$ cat src/rtl/phase1_pkg.sv
// Shared types and display codes for the Phase 1 puzzle chain.
package phase1_pkg;

  typedef enum logic [2:0] {
    S_IDLE,
    S_RUN,
    S_HOLD,
    S_DONE,
    S_FAIL
  } state_t;

  localparam logic [3:0]  SEG_BLANK     = 4'hF;
  localparam logic [3:0]  SEG_DASH      = 4'hE;
  localparam logic [31:0] SEG_ALL_BLANK = {8{SEG_BLANK}};
  localparam logic [31:0] SEG_ALL_DASH  = {8{SEG_DASH}};

endpackage

$ cat src/rtl/phase1_sequencer_phase_timer.sv
// Saturating up-counter with clear/enable; hit flags the limit value.
module phase_timer #(
  parameter int W     = 8,
  parameter int LIMIT = 255
) (
  input  logic clk,
  input  logic rst_n,
  input  logic clr,
  input  logic en,
  output logic hit
);

  localparam logic [W-1:0] TOP = W'(LIMIT);

  logic [W-1:0] count;

  assign hit = (count == TOP);

  always_ff @(posedge clk or negedge rst_n) begin
    if (!rst_n) begin
      count <= '0;
    end else if (clr) begin
      count <= '0;
    end else if (en && !hit) begin
      count <= count + W'(1);
    end
  end

endmodule

$ cat src/rtl/phase1_sequencer.sv
// Phase 1 controller: steps puzzles one at a time, muxes their
// display/motor, and enforces the phase time limit.
module phase1_sequencer
  import phase1_pkg::*;
#(
  parameter int N_PUZ       = 4,
  parameter int HOLD_CYCLES = 1000,
  parameter int TIME_LIMIT  = 1_000_000
) (
  input  logic                       clk,
  input  logic                       rst_n,
  input  logic                       start,
  input  logic                       abort,
  input  logic [N_PUZ-1:0]           puzzle_clear,
  input  logic [N_PUZ*32-1:0]        puzzle_seg,
  input  logic [N_PUZ-1:0]           puzzle_motor,
  output logic [N_PUZ-1:0]           puzzle_enable,
  output logic [31:0]                seg_display,
  output logic                       motor_pulse,
  output logic [$clog2(N_PUZ)-1:0]   stage,
  output logic                       phase_done,
  output logic                       phase_fail
);

  localparam int SW = $clog2(N_PUZ);
  localparam int EW =
    (TIME_LIMIT > 0) ? $clog2(TIME_LIMIT + 1) : 1;
  localparam int HW = $clog2(HOLD_CYCLES + 1);
  localparam logic [SW-1:0] LAST = SW'(N_PUZ - 1);
  localparam logic [N_PUZ-1:0] ONE = N_PUZ'(1);

  state_t            state, state_n;
  logic [SW-1:0]     stage_n;
  logic              armed, armed_n;
  logic [N_PUZ-1:0]  en_n;
  logic [31:0]       seg_n;
  logic              mot_n, done_n, fail_n;
  logic              el_clr, el_en, el_hit;
  logic              hd_clr, hd_en, hd_hit;
  logic              accept, timeout;
  logic [31:0]       seg_arr [N_PUZ];
  logic [31:0]       seg_sel;
  logic              mot_sel;

  for (genvar i = 0; i < N_PUZ; i++) begin : g_seg
    assign seg_arr[i] = puzzle_seg[32*i +: 32];
  end

  assign seg_sel = seg_arr[stage_n];
  assign mot_sel = puzzle_motor[stage_n];

  // A clear is only trusted once the enable has been up a full cycle.
  assign accept  = (state == S_RUN) && armed
                && puzzle_clear[stage];
  assign timeout = (TIME_LIMIT != 0) && el_hit;

  assign el_en = (state == S_RUN) || (state == S_HOLD);
  assign hd_en = (state == S_HOLD);
  assign hd_clr = (state != S_HOLD) || abort;

  phase_timer #(
    .W     (EW),
    .LIMIT (TIME_LIMIT)
  ) u_elapsed (
    .clk   (clk),
    .rst_n (rst_n),
    .clr   (el_clr),
    .en    (el_en),
    .hit   (el_hit)
  );

  phase_timer #(
    .W     (HW),
    .LIMIT (HOLD_CYCLES - 1)
  ) u_hold (
    .clk   (clk),
    .rst_n (rst_n),
    .clr   (hd_clr),
    .en    (hd_en),
    .hit   (hd_hit)
  );

  always_comb begin
    state_n = state;
    stage_n = stage;
    armed_n = 1'b0;
    el_clr  = 1'b0;
    if (abort) begin
      state_n = S_IDLE;
      stage_n = '0;
      el_clr  = 1'b1;
    end else begin
      unique case (state)
        S_IDLE, S_DONE, S_FAIL: begin
          if (start) begin
            state_n = S_RUN;
            stage_n = '0;
            el_clr  = 1'b1;
          end
        end
        S_RUN: begin
          if (accept) begin
            state_n = S_HOLD;
          end else if (timeout) begin
            state_n = S_FAIL;
          end else begin
            armed_n = 1'b1;
          end
        end
        S_HOLD: begin
          if (hd_hit) begin
            if (stage == LAST) begin
              state_n = S_DONE;
            end else begin
              state_n = S_RUN;
              stage_n = stage + SW'(1);
            end
          end
        end
        default: state_n = S_IDLE;
      endcase
    end
  end

  // Outputs are decoded from the next state so they register with it.
  always_comb begin
    en_n   = puzzle_enable;
    seg_n  = seg_display;
    mot_n  = 1'b0;
    done_n = 1'b0;
    fail_n = 1'b0;
    unique case (state_n)
      S_RUN: begin
        en_n  = ONE << stage_n;
        seg_n = seg_sel;
        mot_n = mot_sel;
      end
      S_HOLD: begin
        seg_n = (state == S_RUN) ? seg_sel : seg_display;
      end
      S_DONE: begin
        en_n   = '0;
        seg_n  = SEG_ALL_BLANK;
        done_n = 1'b1;
      end
      S_FAIL: begin
        en_n   = '0;
        seg_n  = SEG_ALL_DASH;
        fail_n = 1'b1;
      end
      default: begin
        en_n  = '0;
        seg_n = SEG_ALL_BLANK;
      end
    endcase
  end

  always_ff @(posedge clk or negedge rst_n) begin
    if (!rst_n) begin
      state         <= S_IDLE;
      stage         <= '0;
      armed         <= 1'b0;
      puzzle_enable <= '0;
      seg_display   <= SEG_ALL_BLANK;
      motor_pulse   <= 1'b0;
      phase_done    <= 1'b0;
      phase_fail    <= 1'b0;
    end else begin
      state         <= state_n;
      stage         <= stage_n;
      armed         <= armed_n;
      puzzle_enable <= en_n;
      seg_display   <= seg_n;
      motor_pulse   <= mot_n;
      phase_done    <= done_n;
      phase_fail    <= fail_n;
    end
  end

endmodule

$ cat config.mk
export PLATFORM = sky130hd
export DESIGN_NAME = phase1_sequencer
export DESIGN_NICKNAME = d
export VERILOG_FILES = /design/src/rtl/phase1_pkg.sv /design/src/rtl/phase1_sequencer_phase_timer.sv /design/src/rtl/phase1_sequencer.sv
export SDC_FILE = /design/constraint.sdc
export NUM_CORES = 1
export LEC_CHECK = 0
export ABC_AREA = 1
export ABC_CLOCK_PERIOD_IN_PS = 5700
export CAP_MARGIN = 15
export CORE_MARGIN = 1.5
export CORE_UTILIZATION = 49
export CTS_CLUSTER_DIAMETER = 80
export CTS_CLUSTER_SIZE = 24
export DETAILED_ROUTE_END_ITERATION = 10
export PLACE_DENSITY = 0.87
export SLEW_MARGIN = 15
export SYNTH_ARGS = -nofsm -noshare
export SYNTH_HDL_FRONTEND = slang
export SYNTH_SLANG_ARGS = --single-unit
$ cat constraint.sdc
create_clock -name clk -period 5.7 [get_ports clk]
set_input_delay 0.855 -clock clk [delete_from_list [all_inputs] [get_ports clk]]
set_output_delay 0.855 -clock clk [all_outputs]
set_load 0.1 [all_outputs]
==> results of run 1 <==
==> per-stage QoR <==
step                      total power (uW)  cell area [um^2]   util  hold slack [ns]  worst slack, ns
after global routing                  1480              6930  0.705            0.516             2.05
after detailed placement              1050              6720  0.685            0.475             1.99
after CTS                             1430              6910  0.703            0.486             2.33
after floorplan                        872              4960      -            0.454             3.20
final                                 1430              6930  0.705            0.487             2.29
after global placement                1040              6720  0.685            0.467             2.11
==> critical path, stage by stage <==
cell	delay, ns
sky130_fd_sc_hd__clkdlybuf4s50_1	0.52
sky130_fd_sc_hd__inv_1	0.40
sky130_fd_sc_hd__nand2_1	0.22
sky130_fd_sc_hd__nor2_8	0.55
sky130_fd_sc_hd__inv_4	0.34
sky130_fd_sc_hd__nor2_8	0.41
sky130_fd_sc_hd__nand2_1	0.10
sky130_fd_sc_hd__nand3_1	0.12
sky130_fd_sc_hd__nor2_1	0.07
sky130_fd_sc_hd__nor2_1	0.10
==> cells in the mapped netlist (all sizes together) <==
cell type	n	area [um^2]
xor2	4	35.0
dfstp	32	841
a31oi	1	6.26
a21oi	28	193
o31ai	2	15.0
a221oi	1	8.76
or2	1	6.26
clkbuf	2	7.51
nor4	3	18.8
and3	1	6.26
o21ai	19	95.1
nand3	151	783
o211a	1	10.0
o21bai	1	7.51
nand4	3	18.8
buf	28	196
nor3b	1	7.51
nor3	12	60.1
dfrtp	43	1080
nor2	126	556
ha	3	37.5
a2bb2oi	1	8.76
nand2	173	687
xnor2	1	8.76
inv	72	273
==> final cells by class <==
type / count / area (um^2) / share of cell area
multi-input cells: 533 / 2570 / 0.371
flip-flops and latches: 75 / 1920 / 0.277
repair buffers: 181 / 1820 / 0.263
inverters: 72 / 273 / 0.0394
clock buffers: 14 / 173 / 0.0249
well taps: 133 / 166 / 0.0240
clock inverters: 2 / 10.0 / 0.00145
==> routing by layer <==
layer	vias to the layer above	global-route usage	routed length, um
met1	2485	0.327	5920
met3	59	0.0768	1100
met2	220	0.492	7450
met5	-	0	0
met4	0	0.187	981
li1	2604	-	-
==> path summary, 6_finish.rpt <==
kind	start	end	slack, ns
max in group asynchronous	rst_n	u_elapsed.count[8]	4.44
worst max register to register	u_hold.count[0]	seg_display[10]	2.79
worst min register to register	u_hold.count[6]	u_hold.count[6]	0.49
min in group asynchronous	rst_n	u_hold.count[3]	0.66
worst min-delay path	u_hold.count[6]	u_hold.count[6]	0.49
worst max-delay path	abort	seg_display[10]	2.29
==> logic make-up after synthesis <==
kind of cell,Yosys count,share of synthesized area
AOI/OAI and AO/OA,54,0.0693
buffers and inverters,102,0.0961
and+or+nand+nor,471,0.432
DFF,75,0.386
adders and majority gates,3,0.00757
xor gates and xnor gates,5,0.00882
==> power breakdown <==
part	leakage (uW)	internal, uW	switching [uW]
Sequential	0.000934	574	15.9
Clock	0.0000965	193	196
Combinational	0.00196	159	290
Total	0.00299	926	502
==> registers in the layout (all words and copies together), names as in the netlist <==
signal           count
armed                1
motor_pulse          1
phase_done           1
phase_fail           1
puzzle_enable        4
seg_display         32
stage                2
state                3
u_elapsed.count     20
u_hold.count        10
==> out/results.txt, run 1 <==
Estimated wirelength of the detail-placed design -> 11.6 mm
Area added between synthesis and finish -> 39.6%
Sum of overflow across all layers after global routing -> 0
Clock root buffer master -> sky130_fd_sc_hd__clkbuf_8
Yosys Warn Count -> 0
Fillers -> 802
Placed insts -> 993
Antenna diode instance count -> 0
Mapped Area -> 4960 um^2
Post CTS Setup Buffer Count -> 0
Chip Height -> 104 um
Max-cap check violation count -> 0
Mean routed wirelength per cell -> 15.3 um
Number of nets in the final layout -> 1015
Vias post-DR -> 5368
Syn nets -> 853
Post-route fraction of the period consumed by the critical path -> 0.598
Seq cells post-synth -> 75
Static Leak -> 0.00299 uW
Type of element launching the critical path -> input pin
Die outline area -> 10700 um^2
Routability congestion estimate from global placement -> 0.901
Setup crit end kind -> register
Initial core utilization -> 0.505
Routed WL -> 15.4 mm
Type of the worst setup path -> in2reg
H-tree depth reported by CTS -> 3
Share of cells above drive strength 1 -> 0.107
Largest net degree at the start of global routing -> 76
Violation count after the first detailed-routing iteration -> 288
Global-route wire length before repair -> 25.3 mm
Pwr Density -> 206 nW/um^2
Tmin final -> 3.41 ns
Hold Crit Class -> reg2reg
Post-Route Skew -> 0.0106 ns
Post-CTS Hold Fix Bufs -> 0
RSZ-0062 raised after global routing -> no
Global routing usage summed across all routing layers -> 0.292
Remaining DRCs -> 0
Post-CTS sizing -> 0
IO buf count -> 180
Slew of the pin with the lowest slew margin -> 1.08 ns
Clock transition at the registers of the reported paths -> 0.08 ns
Crit path DAT -> 3.70 ns
Top library cells by usage in the layout, fill and taps aside -> 179 x sky130_fd_sc_hd__clkdlybuf4s50_1, 162 x sky130_fd_sc_hd__nand2_1, 147 x sky130_fd_sc_hd__nand3_1, 117 x sky130_fd_sc_hd__nor2_1, 62 x sky130_fd_sc_hd__inv_1
Worst Reg-to-Reg Cells -> 13
Outcome -> complete, no violations
Largest driver fanout on the critical path -> 45
Core outline area -> 9820 um^2
Average cell area after synthesis -> 6.99 um^2
TritonCTS Sinks -> 75
Remaining antenna violation count after routing -> 0
CTS Buf Count -> 9
Filler-free cell count of the finished design -> 1010
Cell depth of the worst hold path -> 1
Count of final hold-check violations -> 0
Number of optimization iterations in the first detailed-route pass -> 6
Required time of the worst setup path -> 5.99 ns
Setup TNS -> 0 ns
Sequential element share of the synthesized area -> 0.386
Buffer depth of the longest clock path -> 2
Detailed-route vias per instance -> 5.31
Standard-cell rows -> 36
Count of different cell masters after synthesis -> 39
Total setup violations reported at the end of the flow -> 0
Leading cell type in the layout, fill and taps excluded -> sky130_fd_sc_hd__clkdlybuf4s50_1
Number of top-level pins -> 181
Final slew viol count -> 0
Initial antenna violation count -> 0
Fmax -> 0.293 GHz
Worst IR Drop VDD -> 0.159 mV
Clk Latency, worst-skew pair -> 0.35 ns
Die X -> 104 um
Relative max-transition margin -> 0.280
Via count of the first global-routing pass -> 5350
Clock tree from TritonCTS -> built
Post-synthesis cell count -> 710
Note: power is estimated with default switching activity, not from simulation.
==> run 2: changes to the inputs <==
ABC_CLOCK_PERIOD_IN_PS = 2800   (was 5700)
CORE_UTILIZATION = 41   (was 49)
PLACE_DENSITY = 0.78   (was 0.87)
clock period = 2.8 ns   (was 5.7 ns; I/O delays follow)
==> run 2 against run 1 <==
Compared with the run above: clock skew fell by 0.0016 ns; sequential share of layout area fell by 0.37 points; sequential power rose by 100%; combinational power rose by 100%; total power rose by 120%; register-to-register slack got worse by 2.4 ns; setup slack got worse by 1.9 ns; worst hold slack got worse by 0.25 ns; clock power rose to 2.8 times the previous value; clock-buffer cell count fell by 3; global-route usage fell by 4.6 points; via count fell by 3.2%.
==> out/results.txt, run 2 (synthesis results as in run 1) <==
Estimated wirelength of the detail-placed design -> 11.6 mm (-0.16%)
Sum of overflow across all layers after global routing -> 0 (unchanged)
Setup TNS -> 0 ns (unchanged)
Global-route wire length before repair -> 24.8 mm (-1.9%)
Relative max-transition margin -> 0.360 (+0.0797)
Outcome -> complete, no violations
Core outline area -> 11600 um^2 (+18%)
Top library cells by usage in the layout, fill and taps aside -> 162 x sky130_fd_sc_hd__nand2_1, 147 x sky130_fd_sc_hd__nand3_1, 138 x sky130_fd_sc_hd__clkdlybuf4s50_1, 117 x sky130_fd_sc_hd__nor2_1, 62 x sky130_fd_sc_hd__inv_1
Worst IR Drop VDD -> 0.303 mV (+90%)
Worst Reg-to-Reg Cells -> 13 (unchanged)
Routed WL -> 15.3 mm (-0.90%)
Detailed-route vias per instance -> 5.05 (-5.1%)
Register-to-register path setup slack -> 0.37 ns (-2.42 ns)
Chip Height -> 113 um (+9.1%)
Post-CTS sizing -> 0 (unchanged)
Buffer depth of the longest clock path -> 2 (unchanged)
Initial antenna violation count -> 0 (unchanged)
Setup crit end kind -> register
Crit path DAT -> 2.70 ns (-1.00 ns)
Metal1 wirelength -> 6.44 mm (+8.8%)
Tmin final -> 2.43 ns
Uppermost layer routed -> met4
Clock transition at the registers of the reported paths -> 0.06 ns (-0.02 ns)
Type of element launching the critical path -> register
Fin worst setup slack -> 0.367 ns (-1.92 ns)
Share of cells above drive strength 1 -> 0.166 (+0.0585)
Antenna diode instance count -> 0 (unchanged)
Die X -> 113 um (+9.1%)
Clock root buffer master -> sky130_fd_sc_hd__clkbuf_16
Remaining antenna violation count after routing -> 0 (unchanged)
Routability congestion estimate from global placement -> 0.903 (+0.14%)
Post-route fraction of the period consumed by the critical path -> 0.869
DP Worst Slack -> 0.314 ns (-1.68 ns)
Standard-cell rows -> 39 (+8.3%)
Largest net degree at the start of global routing -> 76 (unchanged)
Largest driver fanout on the critical path -> 26 (-42%)
Clock tree from TritonCTS -> built
Post CTS Setup Buffer Count -> 0 (unchanged)
Post-CTS Hold Fix Bufs -> 0 (unchanged)
Hold Crit Class -> in2async
Fmax -> 0.411 GHz
H-tree depth reported by CTS -> 3 (unchanged)
Mean routed wirelength per cell -> 14.9 um (-2.8%)
Violation count after the first detailed-routing iteration -> 344 (+19%)
Timing endpoint of the critical path -> seg_display[9]
Leading cell type in the layout, fill and taps excluded -> sky130_fd_sc_hd__nand2_1
Number of top-level pins -> 181 (unchanged)
Fillers -> 1069 (+33%)
Global routing usage summed across all routing layers -> 0.246 (-0.0464)
Critical register-to-register path startpoint -> u_hold.count[1]
Vias post-DR -> 5197 (-3.2%)
IO buf count -> 180 (unchanged)
Smallest hold slack -> 0.234 ns (-0.253 ns)
Wire length on met2 -> 7.37 mm (-1.1%)
Number of nets in the final layout -> 1025 (+0.99%)
Max-cap check violation count -> 0 (unchanged)
CTS Buf Count -> 9 (unchanged)
Pwr Density -> 457 nW/um^2 (+120%)
Register name with the most flops -> seg_display
Post-Route Skew -> 0.00897 ns (-0.00158 ns)
Capturing point of the worst reg2reg path -> seg_display[9]
Final slew viol count -> 0 (unchanged)
Initial core utilization -> 0.427 (-0.0781)
Remaining DRCs -> 0 (unchanged)
Static Leak -> 0.00311 uW (+3.9%)
Top flop regs -> seg_display: 32 flops, u_elapsed.count: 20 flops, u_hold.count: 10 flops
RSZ-0062 raised after global routing -> no
Flip-flop count of the largest register after layout -> 32 (unchanged)
Slew of the pin with the lowest slew margin -> 0.960 ns (-0.116 ns)
Required time of the worst setup path -> 3.07 ns (-2.92 ns)
Routed wire length on met3 -> 928 um (-15%)
Type of the worst setup path -> reg2reg
Via count of the first global-routing pass -> 5057 (-5.5%)
Total setup violations reported at the end of the flow -> 0 (unchanged)
Area added between synthesis and finish -> 41.5%
Source of the critical timing path -> u_hold.count[1]
Number of optimization iterations in the first detailed-route pass -> 5 (-1)
Clk Latency, worst-skew pair -> 0.34 ns (about the same)
Count of final hold-check violations -> 0 (unchanged)
Die outline area -> 12800 um^2 (+19%)
TritonCTS Sinks -> 75 (unchanged)
[run 2: changes by cell type in the layout (fill, tap and decap cells not counted)]
| cell | before | now |
|---|---|---|
| sky130_fd_sc_hd__clkdlybuf4s50_1 | 179 | 138 |
| sky130_fd_sc_hd__buf_4 | 1 | 51 |
| sky130_fd_sc_hd__clkbuf_1 | 2 | 0 |
| sky130_fd_sc_hd__buf_12 | 1 | 2 |
| sky130_fd_sc_hd__clkbuf_16 | 0 | 9 |
| sky130_fd_sc_hd__clkbuf_8 | 12 | 2 |
| sky130_fd_sc_hd__clkinv_2 | 2 | 4 |
| sky130_fd_sc_hd__clkinvlp_4 | 0 | 1 |
[run 2: final cells by class]
cell class	count	area [um^2]	area share
inverter	72	273	0.0388
tap	143	179	0.0255
clock inverter	5	27.5	0.00392
sequential	75	1920	0.273
multi-input combinational	533	2570	0.366
timing repair buffer	191	1800	0.257
clock buffer	11	253	0.0360
[run 2: worst max-delay path, stage by stage (launching register included)]
cell and delay [ns]:
sky130_fd_sc_hd__dfrtp_1 0.37, sky130_fd_sc_hd__ha_1 0.18, sky130_fd_sc_hd__nand2_1 0.10, sky130_fd_sc_hd__nor2_2 0.14, sky130_fd_sc_hd__nand3_2 0.13, sky130_fd_sc_hd__a21oi_2 0.22, sky130_fd_sc_hd__inv_2 0.07, sky130_fd_sc_hd__nand2_4 0.19
sky130_fd_sc_hd__nand2_4 0.22, sky130_fd_sc_hd__nor2_8 0.38, sky130_fd_sc_hd__nand2_1 0.10, sky130_fd_sc_hd__nand3_1 0.10, sky130_fd_sc_hd__nor2_1 0.05, sky130_fd_sc_hd__nor2_1 0.12
[run 2: per-stage QoR]
step / util / instances / cell area, um^2 / total power (uW)
2_1_floorplan: - / 710 / 4960 / 1770
3_3_place_gp: 0.580 / 1014 / 6740 / 2130
3_5_place_dp: 0.580 / 1014 / 6740 / 2130
4_1_cts: 0.605 / 1030 / 7020 / 3220
5_1_grt: 0.605 / 1030 / 7020 / 3340
6_report: 0.605 / 1030 / 7020 / 3210
[run 2: layer usage]
| layer | up-vias | track usage |
|---|---|---|
| met2 | 178 | 0.408 |
| met3 | 35 | 0.0487 |
| li1 | 2641 | - |
| met4 | 0 | 0.114 |
| met1 | 2343 | 0.309 |
| met5 | - | 0 |
[run 2: where the power goes]
group          total, uW  internal (uW)  switching (uW)
combinational        909            316             593
clock               1100            642             454
sequential          1200           1170            32.7
[run 2: how the worst min path moves through the flow]
stage                     cells past startpoint              end  slack [ns]
after floorplan                               0            armed        0.12
after global placement                        1  u_hold.count[6]        0.48
after detailed placement                      1  u_hold.count[6]        0.48
after CTS                                     1  u_hold.count[9]        0.28
after global routing                          1  u_hold.count[9]        0.32
final                                         1  u_hold.count[1]        0.23
==> run 3: changes to the inputs <==
PLACE_DENSITY = 0.86   (was 0.78)
==> run 3 against run 2 <==
Compared with the run above: clock-buffer cell count up 2; non-clock buffer count up 1; largest power group unchanged; combinational power about the same; highest routed layer unchanged; fmax down 1.7%; largest cell class unchanged; global-route usage down 0.53 points; sequential share of layout area down 0.18 points; via count up 1.3%.
==> out/results.txt, run 3 (synthesis results as in run 1) <==
Worst Reg-to-Reg Cells -> 13 (unchanged)
Antenna diode instance count -> 0 (unchanged)
Post-route fraction of the period consumed by the critical path -> 0.884 (+0.0146)
Portion of total power attributed to the clock network -> 0.361 (+0.019)
Slew of the pin with the lowest slew margin -> 0.944 ns (-0.0164 ns)
Max-cap check violation count -> 0 (unchanged)
Clock tree from TritonCTS -> built
Combinational group share of total power -> 0.275 (-0.008)
Clk Latency, worst-skew pair -> 0.33 ns (about the same)
Type of the worst setup path -> reg2reg
Register-to-register path setup slack -> 0.33 ns (-0.04 ns)
Capturing point of the worst reg2reg path -> seg_display[14]
Register name with the most flops -> seg_display
Area added between synthesis and finish -> 42.4%
IO buf count -> 180 (unchanged)
Smallest hold slack -> 0.235 ns (+0.00119 ns)
Required time of the worst setup path -> 3.06 ns (about the same)
Fillers -> 1043 (-2.4%)
Setup crit end kind -> register
Type of element launching the critical path -> register
Post-Route Skew -> 0.00861 ns (-0.000360 ns)
Largest net degree at the start of global routing -> 76 (unchanged)
Clock root buffer master -> sky130_fd_sc_hd__clkbuf_16
Number of nets in the final layout -> 1026 (+0.098%)
Die X -> 113 um (unchanged)
Worst path max stage delay -> 0.38 ns (about the same)
Hold Crit Class -> in2async
Final slew viol count -> 0 (unchanged)
Flip-flop count of the largest register after layout -> 32 (unchanged)
Routed WL -> 15.3 mm (about the same)
Top library cells by usage in the layout, fill and taps aside -> 162 x sky130_fd_sc_hd__nand2_1, 147 x sky130_fd_sc_hd__nand3_1, 138 x sky130_fd_sc_hd__clkdlybuf4s50_1, 117 x sky130_fd_sc_hd__nor2_1, 62 x sky130_fd_sc_hd__inv_1
Tmin final -> 2.47 ns (+0.0409 ns)
CTS Buf Count -> 9 (unchanged)
Outcome -> complete, no violations
Internal Dissipation -> 2240 uW (+5.1%)
Static Leak -> 0.00313 uW (+0.64%)
Critical register-to-register path startpoint -> u_hold.count[1]
Crit path DAT -> 2.74 ns (+0.04 ns)
Switching portion of total power -> 0.324 (-0.0129)
CP Buf/Inv Count -> 1 (unchanged)
Setup TNS -> 0 ns (unchanged)
Top flop regs -> seg_display: 32 flops, u_elapsed.count: 20 flops, u_hold.count: 10 flops
Vias post-DR -> 5267 (+1.3%)
Largest driver fanout on the critical path -> 26 (unchanged)
RSZ-0062 raised after global routing -> no
FF/Latch Area -> 1920 um^2 (unchanged)
Part of the power in registers -> 0.364 (-0.011)
Share of cells above drive strength 1 -> 0.163 (-0.00244)
Pwr Density -> 468 nW/um^2 (+2.4%)
Cell family with most CP delay -> simple AND/OR/NAND/NOR gates
TritonCTS Sinks -> 75 (unchanged)
Post-CTS Hold Fix Bufs -> 0 (unchanged)
Post CTS Setup Buffer Count -> 0 (unchanged)
Die outline area -> 12800 um^2 (unchanged)
Fmax -> 0.404 GHz (-1.7%)
Detailed-route vias per instance -> 5.11 (+1.2%)
Estimated wirelength of the detail-placed design -> 11.6 mm (+0.24%)
Via count of the first global-routing pass -> 5097 (+0.79%)
Routability congestion estimate from global placement -> 0.942 (+4.3%)
Buffer depth of the longest clock path -> 2 (unchanged)
Number of top-level pins -> 181 (unchanged)
H-tree depth reported by CTS -> 3 (unchanged)
CP Cell Sequence -> ha_1 > nand2_1 > nor2_2 > nand3_2 > a21oi_2 > inv_2 > nand2_4 > nand2_4 > nor2_8 > nand2_1 > nand3_1 > nor2_1 > nor2_1
Clock transition at the registers of the reported paths -> 0.06 ns (about the same)
Initial core utilization -> 0.427 (unchanged)
P_sw -> 1070 uW (-0.88%)
Total setup violations reported at the end of the flow -> 0 (unchanged)
Core outline area -> 11600 um^2 (unchanged)
Total power of the final layout -> 3310 uW (+3.1%)
Initial antenna violation count -> 0 (unchanged)
Global-route wire length before repair -> 24.5 mm (-1.2%)
Sum of overflow across all layers after global routing -> 0 (unchanged)
Post-CTS sizing -> 0 (unchanged)
Global routing usage summed across all routing layers -> 0.240 (-0.00529)
Filler-free cell count of the finished design -> 1031 (+0.097%)
Mean routed wirelength per cell -> 14.9 um (about the same)
Standard-cell rows -> 39 (unchanged)
Placed insts -> 1015 (+0.099%)
Worst IR Drop VDD -> 0.254 mV (-16%)
Count of final hold-check violations -> 0 (unchanged)
Number of optimization iterations in the first detailed-route pass -> 5 (unchanged)
Remaining DRCs -> 0 (unchanged)
Final design utilization -> 0.609 (+0.00399)
Violation count after the first detailed-routing iteration -> 432 (+26%)
Leading cell type in the layout, fill and taps excluded -> sky130_fd_sc_hd__nand2_1
Chip Height -> 113 um (unchanged)
Remaining antenna violation count after routing -> 0 (unchanged)
Area taken by multi-input logic gates -> 2570 um^2 (unchanged)
Slowest cell on the critical path -> sky130_fd_sc_hd__dfrtp_1
Relative max-transition margin -> 0.371 (+0.0110)
-- run 3: power groups by stage --
stage | Combinational (uW) | Sequential, uW | Clock (uW)
floorplan | 197 | 1580 | 0
global placement | 905 | 1220 | 0
finish | 910 | 1200 | 1190
CTS | 911 | 1200 | 1210
detailed placement | 908 | 1220 | 0
global route | 959 | 1210 | 1250
-- run 3: final cells by class --
cell class / count / share of cell area
clock buffer: 13 / 0.0370
clock inverter: 3 / 0.00637
inverter: 72 / 0.0386
multi-input combinational: 533 / 0.363
sequential: 75 / 0.271
tap: 143 / 0.0253
timing repair buffer: 192 / 0.258
-- run 3: worst max path at each step --
stage,slack [ns],from,endpoint,depth (start not counted)
5_1_grt,0.15,u_hold.count[1],seg_display[5],13
3_5_place_dp,0.31,start,seg_display[14],12
6_report,0.33,u_hold.count[1],seg_display[14],13
2_1_floorplan,0.30,stage[0],seg_display[12],13
4_1_cts,0.36,u_hold.count[1],seg_display[14],13
3_3_place_gp,0.37,abort,motor_pulse,10
-- run 3: stage by stage --
| stage | instance area (um^2) | setup slack, ns |
|---|---|---|
| finish | 7070 | 0.326 |
| global route | 7070 | 0.147 |
| CTS | 7070 | 0.360 |
| detailed placement | 6760 | 0.307 |
| global placement | 6760 | 0.373 |
| floorplan | 4960 | 0.300 |
-- run 3: routing by layer --
| layer | part of all wire | global-route usage | vias to the layer above |
|---|---|---|---|
| li1 | - | - | 2635 |
| met1 | 0.40 | 0.283 | 2388 |
| met2 | 0.50 | 0.427 | 213 |
| met3 | 0.071 | 0.0509 | 31 |
| met4 | 0.032 | 0.0950 | 0 |
| met5 | 0 | 0 | - |
